[config.mk]
export PLATFORM = sky130hd
export DESIGN_NAME = pool1_sched
export DESIGN_NICKNAME = d
export VERILOG_FILES = /design/src/rtl/cnn_pkg.sv /design/src/rtl/max4_signed.sv /design/src/rtl/pool1_sched.sv
export SDC_FILE = /design/constraint.sdc
export NUM_CORES = 1
export LEC_CHECK = 0
export CAP_MARGIN = 20
export CORE_MARGIN = 4
export CORE_UTILIZATION = 45
export CTS_CLUSTER_SIZE = 40
export DETAILED_ROUTE_END_ITERATION = 12
export PLACE_DENSITY = 0.74
export SYNTH_ARGS = -nofsm -noshare
export SYNTH_HDL_FRONTEND = slang
export SYNTH_SLANG_ARGS = --single-unit
[constraint.sdc]
create_clock -name i_clk -period 4.05 [get_ports i_clk]
set_input_delay 0.405 -clock i_clk [delete_from_list [all_inputs] [get_ports i_clk]]
set_output_delay 0.405 -clock i_clk [all_outputs]
set_load 0.01 [all_outputs]
[src/rtl/cnn_pkg.sv]
// Shared CNN datapath constants and the pool1 sequencer state type.
// Pool1 uses this package for its default geometry and its FSM encoding.
package cnn_pkg;

  localparam int unsigned CNN_DATA_W  = 16;
  localparam int unsigned CNN_IN_DIM  = 24;
  localparam int unsigned CNN_OUT_DIM = CNN_IN_DIM / 2;

  typedef enum logic [2:0] {
    StIdle,
    StRead,
    StWait,
    StWrite,
    StDone
  } pool1_state_t;

endpackage

[src/rtl/max4_signed.sv]
// Combinational signed maximum of four values, built as a two-level compare tree.
// On a tie it returns the shared value; which input supplied it does not matter.
module max4_signed
  import cnn_pkg::*;
#(
  parameter int unsigned DATA_W = CNN_DATA_W
) (
  input  logic signed [DATA_W-1:0] i_a,
  input  logic signed [DATA_W-1:0] i_b,
  input  logic signed [DATA_W-1:0] i_c,
  input  logic signed [DATA_W-1:0] i_d,
  output logic signed [DATA_W-1:0] o_max
);

  logic signed [DATA_W-1:0] w_max_ab;
  logic signed [DATA_W-1:0] w_max_cd;

  assign w_max_ab = (i_a >= i_b) ? i_a : i_b;
  assign w_max_cd = (i_c >= i_d) ? i_c : i_d;
  assign o_max    = (w_max_ab >= w_max_cd) ? w_max_ab : w_max_cd;

endmodule

[src/rtl/pool1_sched.sv]
// Sequencer for the 2x2 stride-2 max-pool after conv1: read window, wait latency, write max.
// Define POOL1_RELU_EN to clamp negative pooled values to zero before the write.
module pool1_sched
  import cnn_pkg::*;
#(
  parameter int unsigned IN_DIM    = CNN_IN_DIM,
  parameter int unsigned DATA_W    = CNN_DATA_W,
  parameter int unsigned RD_ADDR_W = 10,
  parameter int unsigned WR_ADDR_W = 8,
  parameter int unsigned RD_LAT    = 2
) (
  input  logic                        i_clk,
  input  logic                        i_rst_n,
  input  logic                        i_start,
  output logic                        o_busy,
  output logic                        o_done,
  output logic                        o_rd_en,
  output logic        [RD_ADDR_W-1:0] o_rd_addr0,
  output logic        [RD_ADDR_W-1:0] o_rd_addr1,
  output logic        [RD_ADDR_W-1:0] o_rd_addr2,
  output logic        [RD_ADDR_W-1:0] o_rd_addr3,
  input  logic signed [DATA_W-1:0]    i_rd_data0,
  input  logic signed [DATA_W-1:0]    i_rd_data1,
  input  logic signed [DATA_W-1:0]    i_rd_data2,
  input  logic signed [DATA_W-1:0]    i_rd_data3,
  output logic                        o_wr_en,
  output logic        [WR_ADDR_W-1:0] o_wr_addr,
  output logic signed [DATA_W-1:0]    o_wr_data
);

  localparam int unsigned OUT_DIM = IN_DIM / 2;
  localparam int unsigned CNT_W   = (OUT_DIM > 1) ? $clog2(OUT_DIM) : 1;
  localparam int unsigned LAT_W   = $clog2(RD_LAT) + 1;

  pool1_state_t r_state;
  logic [CNT_W-1:0] r_row;
  logic [CNT_W-1:0] r_col;
  logic [LAT_W-1:0] r_lat;
  logic r_busy;
  logic r_done;
  logic r_rd_en;
  logic r_wr_en;
  logic [RD_ADDR_W-1:0] r_rd_addr0;
  logic [RD_ADDR_W-1:0] r_rd_addr1;
  logic [RD_ADDR_W-1:0] r_rd_addr2;
  logic [RD_ADDR_W-1:0] r_rd_addr3;
  logic [WR_ADDR_W-1:0] r_wr_addr;
  logic signed [DATA_W-1:0] r_wr_data;

  logic w_col_last;
  logic w_last_win;
  logic [CNT_W-1:0] w_nxt_row;
  logic [CNT_W-1:0] w_nxt_col;
  logic [RD_ADDR_W-1:0] w_base;
  logic signed [DATA_W-1:0] w_max;
  logic signed [DATA_W-1:0] w_wr_val;

  assign w_col_last = (r_col == CNT_W'(OUT_DIM - 1));
  assign w_last_win = w_col_last && (r_row == CNT_W'(OUT_DIM - 1));

  // From IDLE the next window is always (0,0); otherwise advance in raster order.
  always_comb begin
    w_nxt_row = r_row;
    w_nxt_col = r_col + 1'b1;
    if (r_state == StIdle) begin
      w_nxt_row = '0;
      w_nxt_col = '0;
    end else if (w_col_last) begin
      w_nxt_row = r_row + 1'b1;
      w_nxt_col = '0;
    end
  end

  assign w_base = RD_ADDR_W'(2 * IN_DIM * 32'(w_nxt_row) + 2 * 32'(w_nxt_col));

  max4_signed #(
    .DATA_W(DATA_W)
  ) u_max4 (
    .i_a  (i_rd_data0),
    .i_b  (i_rd_data1),
    .i_c  (i_rd_data2),
    .i_d  (i_rd_data3),
    .o_max(w_max)
  );

`ifdef POOL1_RELU_EN
  assign w_wr_val = w_max[DATA_W-1] ? '0 : w_max;
`else
  assign w_wr_val = w_max;
`endif

  always_ff @(posedge i_clk or negedge i_rst_n) begin
    if (!i_rst_n) begin
      r_state    <= StIdle;
      r_row      <= '0;
      r_col      <= '0;
      r_lat      <= '0;
      r_busy     <= 1'b0;
      r_done     <= 1'b0;
      r_rd_en    <= 1'b0;
      r_wr_en    <= 1'b0;
      r_rd_addr0 <= '0;
      r_rd_addr1 <= '0;
      r_rd_addr2 <= '0;
      r_rd_addr3 <= '0;
      r_wr_addr  <= '0;
      r_wr_data  <= '0;
    end else begin
      r_done  <= 1'b0;
      r_rd_en <= 1'b0;
      r_wr_en <= 1'b0;
      unique case (r_state)
        StIdle: begin
          if (i_start) begin
            r_state    <= StRead;
            r_busy     <= 1'b1;
            r_rd_en    <= 1'b1;
            r_row      <= w_nxt_row;
            r_col      <= w_nxt_col;
            r_rd_addr0 <= w_base;
            r_rd_addr1 <= w_base + 1'b1;
            r_rd_addr2 <= w_base + RD_ADDR_W'(IN_DIM);
            r_rd_addr3 <= w_base + RD_ADDR_W'(IN_DIM + 1);
          end
        end
        StRead: begin
          r_state <= StWait;
          r_lat   <= '0;
        end
        StWait: begin
          // Read data is valid only in the final latency cycle.
          if (r_lat == LAT_W'(RD_LAT - 1)) begin
            r_state   <= StWrite;
            r_wr_en   <= 1'b1;
            r_wr_addr <= WR_ADDR_W'(OUT_DIM * 32'(r_row) + 32'(r_col));
            r_wr_data <= w_wr_val;
          end else begin
            r_lat <= r_lat + 1'b1;
          end
        end
        StWrite: begin
          if (w_last_win) begin
            r_state <= StDone;
            r_busy  <= 1'b0;
            r_done  <= 1'b1;
          end else begin
            r_state    <= StRead;
            r_rd_en    <= 1'b1;
            r_row      <= w_nxt_row;
            r_col      <= w_nxt_col;
            r_rd_addr0 <= w_base;
            r_rd_addr1 <= w_base + 1'b1;
            r_rd_addr2 <= w_base + RD_ADDR_W'(IN_DIM);
            r_rd_addr3 <= w_base + RD_ADDR_W'(IN_DIM + 1);
          end
        end
        StDone: begin
          r_state <= StIdle;
        end
        default: begin
          r_state <= StIdle;
        end
      endcase
    end
  end

  assign o_busy     = r_busy;
  assign o_done     = r_done;
  assign o_rd_en    = r_rd_en;
  assign o_rd_addr0 = r_rd_addr0;
  assign o_rd_addr1 = r_rd_addr1;
  assign o_rd_addr2 = r_rd_addr2;
  assign o_rd_addr3 = r_rd_addr3;
  assign o_wr_en    = r_wr_en;
  assign o_wr_addr  = r_wr_addr;
  assign o_wr_data  = r_wr_data;

endmodule
== Word-level counts from Yosys, hierarchy flattened ==
Index checks and enable logic that the tools add are counted.

* Register bits after elaboration: 81
* Output and inout bits: 68

* Add/sub/neg operators: 8
* Multiply operators: 2
* $lt $le $gt $ge: 3
* Eq/ne operators: 11
* Muxes and demuxes: 41
* Reduce and logical (&&, ||, !) cells: 9

{| class="wikitable"
|+ Operator list
! operator !! number
|-
| 10-bit two-way mux || 8
|-
| 10-bit one-hot mux with 2 select lines || 4
|-
| 16-bit >= comparator || 3
|-
| 16-bit two-way mux || 3
|-
| 4-bit two-way mux || 8
|-
| 10-bit by 5-bit adder with 10-bit output, second input constant || 2
|-
| 4-bit one-hot mux with 2 select lines || 2
|-
| 2-bit by 4-bit multiplier with 6-bit output, first input constant || 2
|-
| 3-bit one-hot mux with 4 select lines || 1
|-
| 10-bit by 1-bit adder with 10-bit output, second input constant || 1
|-
| 10-bit by 5-bit adder with 10-bit output || 1
|-
| 2-bit != test, second input constant || 5
|-
| 3-bit two-way mux || 3
|-
| 4-bit by 1-bit adder with 4-bit output, second input constant || 2
|-
| 8-bit by 4-bit adder with 8-bit output || 1
|-
| 4-bit equality test, second input constant || 2
|-
| 1-bit two-way mux || 8
|-
| 3-bit by 2-bit equality test with 1-bit output, second input constant || 2
|-
| 2-bit AND reduction || 3
|-
| 3-bit AND reduction || 2
|-
| 1-bit one-hot mux with 2 select lines || 2
|-
| 2-bit one-hot mux with 2 select lines || 1
|-
| 2-bit nonzero test || 2
|-
| 3-bit by 1-bit equality test with 1-bit output, second input constant || 1
|-
| other kinds (5) || 5
|}

== Logic depth before layout (Yosys ltp) ==
Gate-level depths: netlist of the first run.

* Depth after elaboration: 8
* Mapped depth: 19

== By module ==
From an unflattened synthesis of the first run, not the netlist that was laid out.

* Cells, all modules: 523
* Area total of the unflattened synthesis: 4839.6 sq um

{| class="wikitable"
|+ By module, submodules not included
! module !! times used !! cells an instance !! area an instance (sq um)
|-
| pool1_sched || 1 || 301 || 3070.4
|-
| max4_signed || 1 || 222 || 1769.2
|}

== Worst setup path before layout of the first run ==
No wires, ideal clock.

* Kind: input-to-reg
* Start: input i_rd_data1[1]
* End: register r_wr_data[10] (netlist: o_wr_data[10])
* Library setup time: 64 ps
* Data arrival time: 4580 ps
* Required time: 3986 ps
* Path slack: -595 ps
* Cell stages on the path: 18
* Buffers on the path: 2
* Path through: inv_1 -> ha_1 -> nor2b_1 -> o211ai_1 -> a2111o_1 -> o211ai_1 -> mux2i_1 -> buf_4 -> mux2_2 -> ha_1 -> a21o_1 -> a221oi_1 -> o21ai_0 -> a211oi_1 -> mux2_2 -> clkbuf_4 -> o41ai_2 -> a21o_1

* Word-level cells in the longest chain between the ends: 4

{| class="wikitable"
|+ Ends and longest elaborated chain
! element !! line !! RTL
|-
| start, declared || pool1_sched.sv:23 || <nowiki>input logic signed [DATA_W-1:0] i_rd_data1,</nowiki>
|-
| 16-bit >= comparator || max4_signed.sv:18 || <nowiki>assign w_max_ab = (i_a >= i_b) ? i_a : i_b;</nowiki>
|-
| 16-bit two-way mux (*) || max4_signed.sv:18 ||
|-
| 16-bit >= comparator || max4_signed.sv:20 || <nowiki>assign o_max = (w_max_ab >= w_max_cd) ? w_max_ab : w_max_cd;</nowiki>
|-
| 16-bit two-way mux (*) || max4_signed.sv:20 ||
|-
| end signal, assigned || pool1_sched.sv:136 || <nowiki>r_wr_data <= w_wr_val;</nowiki>
|-
| end, declared || pool1_sched.sv:48 || <nowiki>logic signed [DATA_W-1:0] r_wr_data;</nowiki>
|}

Every way passes the cells marked *; elsewhere a longest branch is shown, timed or not.
A chain may end at the register's enable or synchronous reset.

== Worst setup path in the final report of the first run ==
* Start: input i_rd_data1[1]
* End: register r_wr_data[1] (netlist: o_wr_data[1])

Same word-level chain as after synthesis.

==> results.sh, run 1 <==
export IMPL_tightest_slew_ns=0.9378
export IMPL_slew_viol_final=0
export IMPL_insertion_delay_ns=0.30
export IMPL_ys_seq_elements=55
export IMPL_fp_dieH_um=119.4
export IMPL_layout_setup_ws_ns=-0.2228
export IMPL_post_place_ws_ns=-1.060
export IMPL_wl_um=19690
export IMPL_muxShareOfSynthArea_pct=4.081
export IMPL_max_clock_path_buffers=2
export IMPL_critical_path_arrival_ns=4.45
export IMPL_ys_seq_area_share_pct=24.66
export IMPL_async_flop_share_pct=100.0
export IMPL_cts_root_buf="clkbuf_16"
export IMPL_irDropWorstVdd_v=0.0002518
export IMPL_dr_pass1_iters=5
export IMPL_run_status="complete, but fails checks"
export IMPL_grt_pass1_vias=6207
export IMPL_end_kind="flop"
export IMPL_cellLeakagePower_nw=4.047
export IMPL_final_cell_mix="150 x buf_4, 78 x nand2_1, 67 x clkdlybuf4s50_1"
export IMPL_antenna_found_initial=0
export IMPL_syn_inst=634
export IMPL_postRouteAntennaNets=0
export IMPL_multi_input_area_um2=4338
export IMPL_place_gp_congestion=0.9526
export IMPL_reg2reg_slack_ns=0.44
export IMPL_violations="negative setup slack"
export IMPL_drt_initial_drc_count=383
export IMPL_synth_xor_area_share_pct=2.960
export IMPL_synthesis_area_um2=5580
export IMPL_final_core_util_pct=73.05
export IMPL_path_max_fanout=7
export IMPL_grt_pass1_wl_um=31150
export IMPL_period_needed_ns=4.273
export IMPL_grt_total_usage_pct=26.27
export IMPL_synth_edff_count=0
export IMPL_synthTopCellsByArea="dfrtp_1 25%, ha_1 14%, nand2_1 5.2%"
export IMPL_synth_compound_area_share_pct=25.49
export IMPL_hold_class="in -> async"
export IMPL_layout_commonest_cell="buf_4"
export IMPL_via_per_inst=5.777
export IMPL_synthAdderAreaFrac_pct=15.43
export IMPL_synth_top_family_by_area="compound AO/OA/AOI/OAI gates"
export IMPL_wl_per_cell_um=18.86
export IMPL_overflow=0
export IMPL_worst_slew_margin_rel_pct=37.48
export IMPL_crit_type="in -> reg"
export IMPL_cts_sinks=55
export IMPL_seqCellArea_um2=1376
export IMPL_place_inst=998
export IMPL_diodes=0
export IMPL_cts_inserted_buffers=5
export IMPL_vias=6031
export IMPL_post_dp_hpwl_um=13990
export IMPL_path_clk_slew_ns=0.07
export IMPL_post_synth_top_area_cell="dfrtp_1"
export IMPL_cts_tree="yes"
export IMPL_setup_violations=16
export IMPL_rows=40
export IMPL_numPortBuffers=132
export IMPL_cp_data_required_time_ns=4.23
export IMPL_syn_area_per_cell_um2=8.802
export IMPL_drv_cap=0
export IMPL_fmax_mhz=234.0
export IMPL_rsz0062_at_grt="yes"
export IMPL_startpoint_type="input port"
export IMPL_grt_max_degree=56
export IMPL_start_util_pct=46.27
export IMPL_finalNetCount=1009
export IMPL_die_w_um=119.4
export IMPL_drcViolationCount=0
export IMPL_yosys_warnings=0
export IMPL_yosys_area_share_simple_pct=16.79
export IMPL_fillCellCount=874
export IMPL_power_density_nw_per_um2=265.6
export IMPL_hold_viol=0
export IMPL_ys_types=73
export IMPL_period_share_pct=105.5
export IMPL_clock_skew_ns=0.008863
export IMPL_layout_drive_gt1_share_pct=42.81
export IMPL_core_region_area_um2=12060
export IMPL_ios=135
export IMPL_ys_flop_type="dfrtp_1"
export IMPL_final_cells=1044
export IMPL_cts_htree_levels=2
export IMPL_syn_to_final_growth_pct=57.89
export IMPL_yosysTopAreaCellShare_pct=24.66
export IMPL_die_area_um2=14250
[critical path, stage by stage]
cell and delay (ns):
buf_8 0.09, inv_8 0.03, ha_4 0.25, nor2b_4 0.13, o211ai_1 0.09, a2111o_1 0.37
o211ai_1 0.12, mux2i_2 0.34, buf_6 0.21, mux2_4 0.35, ha_4 0.26, a21o_1 0.16
a221oi_2 0.29, o21ai_2 0.11, a211oi_4 0.31, mux2i_2 0.32, a21oi_2 0.12, buf_6 0.19
a221o_1 0.30
[repair_timing]
item	CTS	global route
pin swaps	56	45
hold buffers	0	0
endpoints found under the setup margin	16	17
buffers inserted	27	10
resized for setup	264	101
cloned	4	0
[registers in the layout (all words and copies together), names as in the netlist]
register / cells
r_row: 4
o_done: 1
o_wr_en: 1
r_col: 4
r_lat: 2
r_state: 3
o_rd_addr1: 7
o_busy: 1
o_rd_addr3: 6
o_wr_data: 16
o_rd_en: 1
o_rd_addr2: 1
o_wr_addr: 8
[per-stage QoR]
step                      hold WS [ns]  power, mW  area [um^2]  TNS, ns
after floorplan                 0.1094      1.185         5718   -2.415
after global placement          0.4615      1.633         7824   -13.29
after detailed placement        0.4628      1.655         7824   -15.72
after CTS                       0.2758      2.239         8546  -0.2826
after global routing            0.3160      2.453         8811   -4.044
final                           0.2535      2.341         8811   -2.163
[per-layer routing]
layer	part of all wire [%]	wire (um)	global-route usage (%)
met3	5.0	985	3.371
met1	42	8263	33.71
met2	51	9956	46.41
met4	2.5	486	7.087
met5	0	0	0
[cells by family after synthesis]
| kind of cell | Yosys count |
|---|---|
| compound gates | 176 |
| mux | 21 |
| xor+xnor | 18 |
| simple gates | 182 |
| buf+inv | 114 |
| flops | 55 |
| other cells | 1 |
| fa+ha+maj | 67 |
[final cells by class]
cell class              instances  share of cell area (%)
flip-flops and latches         55                   15.62
repair buffers                296                   28.56
well taps                     168                   2.386
clock inverters                 2                  0.4402
multi-input cells             467                   49.23
inverters                      50                   2.300
clock buffers                   6                   1.463
[synth_stat cells, types with 7 or more instances]
cell type / n
a32o_2: 13
nand2b_1: 7
inv_1: 48
a21oi_1: 25
nand4_1: 25
buf_4: 29
ha_1: 64
o41ai_1: 15
nand2_1: 78
nor4_1: 8
o311ai_1: 8
clkbuf_1: 19
mux2i_1: 7
dfrtp_1: 55
o311ai_0: 7
xnor2_1: 11
a21o_1: 16
a41oi_1: 15
nand3_1: 10
o21ai_0: 29
o41ai_2: 8
nor2_1: 26
buf_2: 9
mux2_2: 14
[final timing paths]
path | startpoint | end | depth (start not counted)
max in group asynchronous | i_rst_n | o_wr_data[6]$_DFFE_PN0P_ | 2
min in group i_clk | o_wr_addr[2]$_DFFE_PN0P_ | o_wr_addr[2]$_DFFE_PN0P_ | 2
max | i_rd_data1[1] | o_wr_data[1]$_DFFE_PN0P_ | 19
max reg2reg | r_col[0]$_DFFE_PN0P_ | o_rd_addr2[9]$_DFFE_PN0P_ | 13
min | i_rst_n | o_rd_addr1[5]$_DFFE_PN0P_ | 2
min reg2reg | o_wr_addr[2]$_DFFE_PN0P_ | o_wr_addr[2]$_DFFE_PN0P_ | 2
[power breakdown]
| part | internal [mW] | switching [mW] | leakage [nW] | total [mW] |
|---|---|---|---|---|
| logic | 0.637 | 0.525 | 3.30 | 1.16 |
| registers | 0.617 | 0.0574 | 0.669 | 0.675 |
| clock network | 0.295 | 0.210 | 0.0815 | 0.505 |
Power figures use the tool's default switching activity.
==> inputs of run 2 (changes only) <==
--- a/config.mk
+++ b/config.mk
@@ -11,6 +11,7 @@
 export CTS_CLUSTER_SIZE = 40
 export DETAILED_ROUTE_END_ITERATION = 12
 export PLACE_DENSITY = 0.74
+export REMOVE_ABC_BUFFERS = 1
 export SYNTH_ARGS = -nofsm -noshare
 export SYNTH_HDL_FRONTEND = slang
 export SYNTH_SLANG_ARGS = --single-unit
==> results.sh, run 2 (synthesized netlist as in run 1, its figures left out) <==
export IMPL_run_status="complete, but fails checks"
export IMPL_violations="negative setup slack"
export IMPL_path_clk_slew_ns=0.08
export IMPL_antenna_found_initial=1
export IMPL_max_clock_path_buffers=2
export IMPL_ios=135
export IMPL_drt_initial_drc_count=396
export IMPL_post_dp_hpwl_um=13030
export IMPL_critPathTopFamily="compound AO/OA/AOI/OAI gates"
export IMPL_core_region_area_um2=12060
export IMPL_place_gp_congestion=0.9142
export IMPL_via_per_inst=5.977
export IMPL_internal_power_mw=1.651
export IMPL_hold_viol=0
export IMPL_largest_reg_flops=16
export IMPL_period_needed_ns=4.497
export IMPL_cpPeakStageDelay_ns=0.51
export IMPL_pwr_share_clk_pct=22.6
export IMPL_clock_skew_ns=0.009354
export IMPL_diodes=0
export IMPL_grt_max_degree=56
export IMPL_wl_um=21010
export IMPL_die_area_um2=14250
export IMPL_finalNetCount=1004
export IMPL_cts_inserted_buffers=5
export IMPL_start_util_pct=46.27
export IMPL_postRouteAntennaNets=0
export IMPL_period_share_pct=111.0
export IMPL_rows=40
export IMPL_vias=6210
export IMPL_power_density_nw_per_um2=282.6
export IMPL_cts_htree_levels=2
export IMPL_slew_viol_final=0
export IMPL_fmax_mhz=222.4
export IMPL_syn_to_final_growth_pct=59.35
export IMPL_startpoint_type="input port"
export IMPL_pwr_share_seq_pct=27.0
export IMPL_grt_total_usage_pct=26.12
export IMPL_setup_violations=16
export IMPL_drcViolationCount=0
export IMPL_insertion_delay_ns=0.29
export IMPL_cp_data_required_time_ns=4.28
export IMPL_drv_cap=0
export IMPL_path_max_fanout=7
export IMPL_path_buf_inv=5
export IMPL_wl_per_cell_um=20.22
export IMPL_dpl_instance_area_um2=7507
export IMPL_fp_dieH_um=119.4
export IMPL_layout_commonest_cell="buf_4"
export IMPL_power_switching_mw=0.8625
export IMPL_tightest_slew_ns=0.7293
export IMPL_die_w_um=119.4
export IMPL_grt_pass1_wl_um=30850
export IMPL_crit_type="in -> reg"
export IMPL_final_area_um2=8892
export IMPL_layout_setup_ws_ns=-0.4471
export IMPL_cts_root_buf="clkbuf_16"
export IMPL_crit_path_cell_trace="dlygate4sd2_1, inv_2, ha_4, a21oi_4, o21ai_4, a221o_2, buf_12, buf_4, o41ai_1, a32o_2, ha_1, o211ai_1, a2111oi_4, a211oi_4, mux2_4, buf_8, o41ai_4, a21o_1"
export IMPL_hold_buffers=0
export IMPL_swShare_pct=34.32
export IMPL_cellLeakagePower_nw=4.043
export IMPL_end_kind="flop"
export IMPL_hold_class="in -> async"
export IMPL_final_core_util_pct=73.72
export IMPL_worst_slew_margin_rel_pct=51.38
export IMPL_post_place_ws_ns=-1.189
export IMPL_cts_sinks=55
export IMPL_rsz0062_at_grt="yes"
export IMPL_final_cell_mix="140 x buf_4, 76 x nand2_1, 67 x clkdlybuf4s50_1"
export IMPL_grt_pass1_vias=6311
export IMPL_numPortBuffers=132
export IMPL_dr_pass1_iters=5
export IMPL_layout_drive_gt1_share_pct=42.59
export IMPL_irDropWorstVdd_v=0.0001720
export IMPL_overflow=0
export IMPL_cts_tree="yes"
export IMPL_slowest_stage="a221o_2"
export IMPL_critical_path_arrival_ns=4.73
export IMPL_combPwrFrac_pct=50.4
run 2: stage by stage:
step	cells	setup TNS, ns	hold WS [ns]	total power, mW
floorplan	571	-14.21	0.1094	1.119
global placement	977	-14.48	0.4654	1.536
detailed placement	977	-18.21	0.4671	1.575
CTS	1020	-0.004577	0.2788	2.318
global route	1039	-6.819	0.3278	2.618
finish	1039	-4.994	0.2571	2.513
run 2: layer usage:
metal	global-route usage [%]	share of wire (%)	vias up
met3	3.514	5.6	102
met1	28.75	37	2968
met2	49.77	52	310
met4	11.02	5.9	2
met5	0	0.033	-
li1	-	-	2828
run 2: power by group through the flow:
stage          registers [mW]  logic, mW  clock network, mW
2_1_floorplan           0.695      0.423                  0
3_3_place_gp            0.678      0.858                  0
3_5_place_dp            0.680      0.895                  0
4_1_cts                 0.669       1.08              0.565
5_1_grt                 0.683       1.34              0.592
6_report                0.678       1.27              0.569
run 2: cell type report:
cell class,instances,area [um^2]
multi-input combinational,466,4498
fill,806,3169
timing repair buffer,292,2429
sequential,55,1376
tap,168,210.2
inverter,50,190.2
clock buffer,6,128.9
clock inverter,2,60.06
run 2: path summary, 6_finish.rpt:
path	to	cells after the start	slack [ns]	startpoint
max in group asynchronous	o_wr_data[2]$_DFFE_PN0P_	2	3.31	i_rst_n
min	o_wr_data[13]$_DFFE_PN0P_	2	0.26	i_rst_n
min in group i_clk	o_wr_addr[1]$_DFFE_PN0P_	2	0.48	o_wr_addr[1]$_DFFE_PN0P_
max	o_wr_data[2]$_DFFE_PN0P_	18	-0.45	i_rd_data3[5]
max reg2reg	o_rd_addr2[9]$_DFFE_PN0P_	13	0.40	r_col[0]$_DFFE_PN0P_
min reg2reg	o_wr_addr[1]$_DFFE_PN0P_	2	0.48	o_wr_addr[1]$_DFFE_PN0P_
run 2: timing repair:
| item | CTS | global route |
|---|---|---|
| endpoints found under the setup margin | 16 | 16 |
| pin swaps | 70 | 19 |
| hold endpoints to repair | 0 | 0 |
| setup buffers | 35 | 21 |
| resized for setup | 344 | 36 |
| cloned | 0 | 0 |
==> inputs of run 3 (changes only) <==
--- a/config.mk
+++ b/config.mk
@@ -6,6 +6,7 @@
 export NUM_CORES = 1
 export LEC_CHECK = 0
 export CAP_MARGIN = 20
+export CORE_ASPECT_RATIO = 1.4
 export CORE_MARGIN = 4
 export CORE_UTILIZATION = 45
 export CTS_CLUSTER_SIZE = 40
==> results.sh, run 3 (synthesized netlist as in run 1, its figures left out) <==
export IMPL_run_status="complete, but fails checks"
export IMPL_violations="negative setup slack"
export IMPL_grt_total_usage_pct=26.08
export IMPL_grt_max_degree=56
export IMPL_hold_class="in -> async"
export IMPL_via_per_inst=6.001
export IMPL_dr_pass1_iters=5
export IMPL_drt_initial_drc_count=248
export IMPL_grt_pass1_vias=6299
export IMPL_syn_to_final_growth_pct=61.21
export IMPL_cts_tree="yes"
export IMPL_reg2reg_slack_ns=0.44
export IMPL_largest_reg_flops=16
export IMPL_cp_data_required_time_ns=4.28
export IMPL_wl_um=20460
export IMPL_irDropWorstVdd_v=0.0002641
export IMPL_final_cell_mix="137 x buf_4, 78 x nand2_1, 67 x clkdlybuf4s50_1"
export IMPL_antenna_found_initial=0
export IMPL_fp_dieH_um=139.8
export IMPL_worst_slew_margin_rel_pct=28.00
export IMPL_cts_htree_levels=2
export IMPL_tightest_slew_ns=1.080
export IMPL_ios=135
export IMPL_startpoint_type="input port"
export IMPL_drv_cap=0
export IMPL_wl_per_cell_um=20.18
export IMPL_drcViolationCount=0
export IMPL_crit_type="in -> reg"
export IMPL_grt_pass1_wl_um=30350
export IMPL_layout_setup_ws_ns=-0.3619
export IMPL_rsz0062_at_grt="yes"
export IMPL_power_density_nw_per_um2=272.1
export IMPL_rows=47
export IMPL_post_dp_hpwl_um=13890
export IMPL_postRouteAntennaNets=0
export IMPL_finalNetCount=1000
export IMPL_die_w_um=102.1
export IMPL_max_clock_path_buffers=2
export IMPL_final_core_util_pct=74.99
export IMPL_die_area_um2=14270
export IMPL_r2r_end="o_rd_addr2[9]$_DFFE_PN0P_"
export IMPL_cts_inserted_buffers=5
export IMPL_end_kind="flop"
export IMPL_diodes=0
export IMPL_cts_sinks=55
export IMPL_path_max_fanout=8
export IMPL_insertion_delay_ns=0.29
export IMPL_core_region_area_um2=12000
export IMPL_overflow=0
export IMPL_period_share_pct=108.9
export IMPL_cellLeakagePower_nw=4.115
export IMPL_critical_path_arrival_ns=4.64
export IMPL_fillCellCount=787
export IMPL_vias=6085
export IMPL_place_gp_congestion=0.9224
export IMPL_fmax_mhz=226.7
export IMPL_path_clk_slew_ns=0.07
export IMPL_clock_skew_ns=0.005932
export IMPL_start_util_pct=46.52
export IMPL_setup_violations=16
export IMPL_reg2reg_depth=13
export IMPL_hold_viol=0
export IMPL_slew_viol_final=0
export IMPL_cts_root_buf="clkbuf_16"
export IMPL_layout_drive_gt1_share_pct=43.14
export IMPL_layout_commonest_cell="buf_4"
export IMPL_post_place_ws_ns=-1.148
export IMPL_r2r_start="r_col[0]$_DFFE_PN0P_"
export IMPL_period_needed_ns=4.412
export IMPL_numPortBuffers=132
[run 3: worst max-delay path, stage by stage]
cell	delay, ns
buf_4	0.10
inv_2	0.05
ha_4	0.25
nand4_1	0.19
a2111o_1	0.48
o211ai_1	0.16
mux2i_1	0.27
buf_4	0.18
mux2i_2	0.27
inv_1	0.11
ha_1	0.34
and2_4	0.17
a221oi_2	0.21
o21ai_1	0.12
a211oi_2	0.25
buf_4	0.17
mux2_4	0.34
buf_12	0.16
nor4_4	0.21
a221o_1	0.16
[run 3: worst max-delay path by stage]
| stage | to | cells after the start | startpoint |
|---|---|---|---|
| CTS | o_wr_data[3]$_DFFE_PN0P_ | 18 | i_rd_data0[7] |
| detailed placement | o_wr_data[6]$_DFFE_PN0P_ | 19 | i_rd_data1[6] |
| finish | o_wr_data[6]$_DFFE_PN0P_ | 20 | i_rd_data1[8] |
| global route | o_wr_data[1]$_DFFE_PN0P_ | 20 | i_rd_data1[8] |
| global placement | o_wr_data[12]$_DFFE_PN0P_ | 19 | i_rd_data1[7] |
| floorplan | o_wr_data[14]$_DFFE_PN0P_ | 16 | i_rd_data1[1] |
[run 3: metrics by stage]
stage	cells	hold slack (ns)	instance area, um^2	total power, mW	TNS, ns
4_1_cts	993	0.2818	8502	2.295	-0.4922
2_1_floorplan	571	0.1094	5185	1.119	-14.21
6_report	1014	0.2504	8996	2.448	-4.916
3_3_place_gp	954	0.4697	7503	1.580	-15.71
5_1_grt	1014	0.3138	8996	2.566	-6.436
3_5_place_dp	954	0.4709	7503	1.611	-17.63
[run 3: power breakdown]
group | internal [mW] | switching (mW) | leakage, nW
Combinational | 0.692 | 0.570 | 3.36
Sequential | 0.617 | 0.0535 | 0.669
Clock | 0.308 | 0.207 | 0.0868
Total | 1.62 | 0.830 | 4.12
[run 3: timing repair]
| action | CTS | global route |
|---|---|---|
| setup buffers | 29 | 22 |
| endpoints found under the setup margin | 16 | 16 |
| gates resized for setup | 268 | 138 |
| cloned | 2 | 0 |
| hold buffers | 0 | 0 |
| pin swaps | 69 | 51 |
[run 3: area by class of cell]
class | instances | area (um^2) | area share, %
clock buffer | 6 | 138.9 | 1.544
sequential | 55 | 1376 | 15.30
clock inverter | 2 | 35.03 | 0.3894
multi-input combinational | 466 | 4556 | 50.64
tap | 147 | 183.9 | 2.045
inverter | 50 | 197.7 | 2.198
timing repair buffer | 288 | 2509 | 27.89
[run 3: layer usage]
metal  up-vias  part of all wire (%)  GRT usage, %  wire [um]
li1       2818                     -             -          -
met1      2930                    36         27.86       7323
met2       260                    55         49.95      11210
met3        77                   4.8         3.055        985
met4         0                   4.6         10.71        940
met5         -                     0             0          0
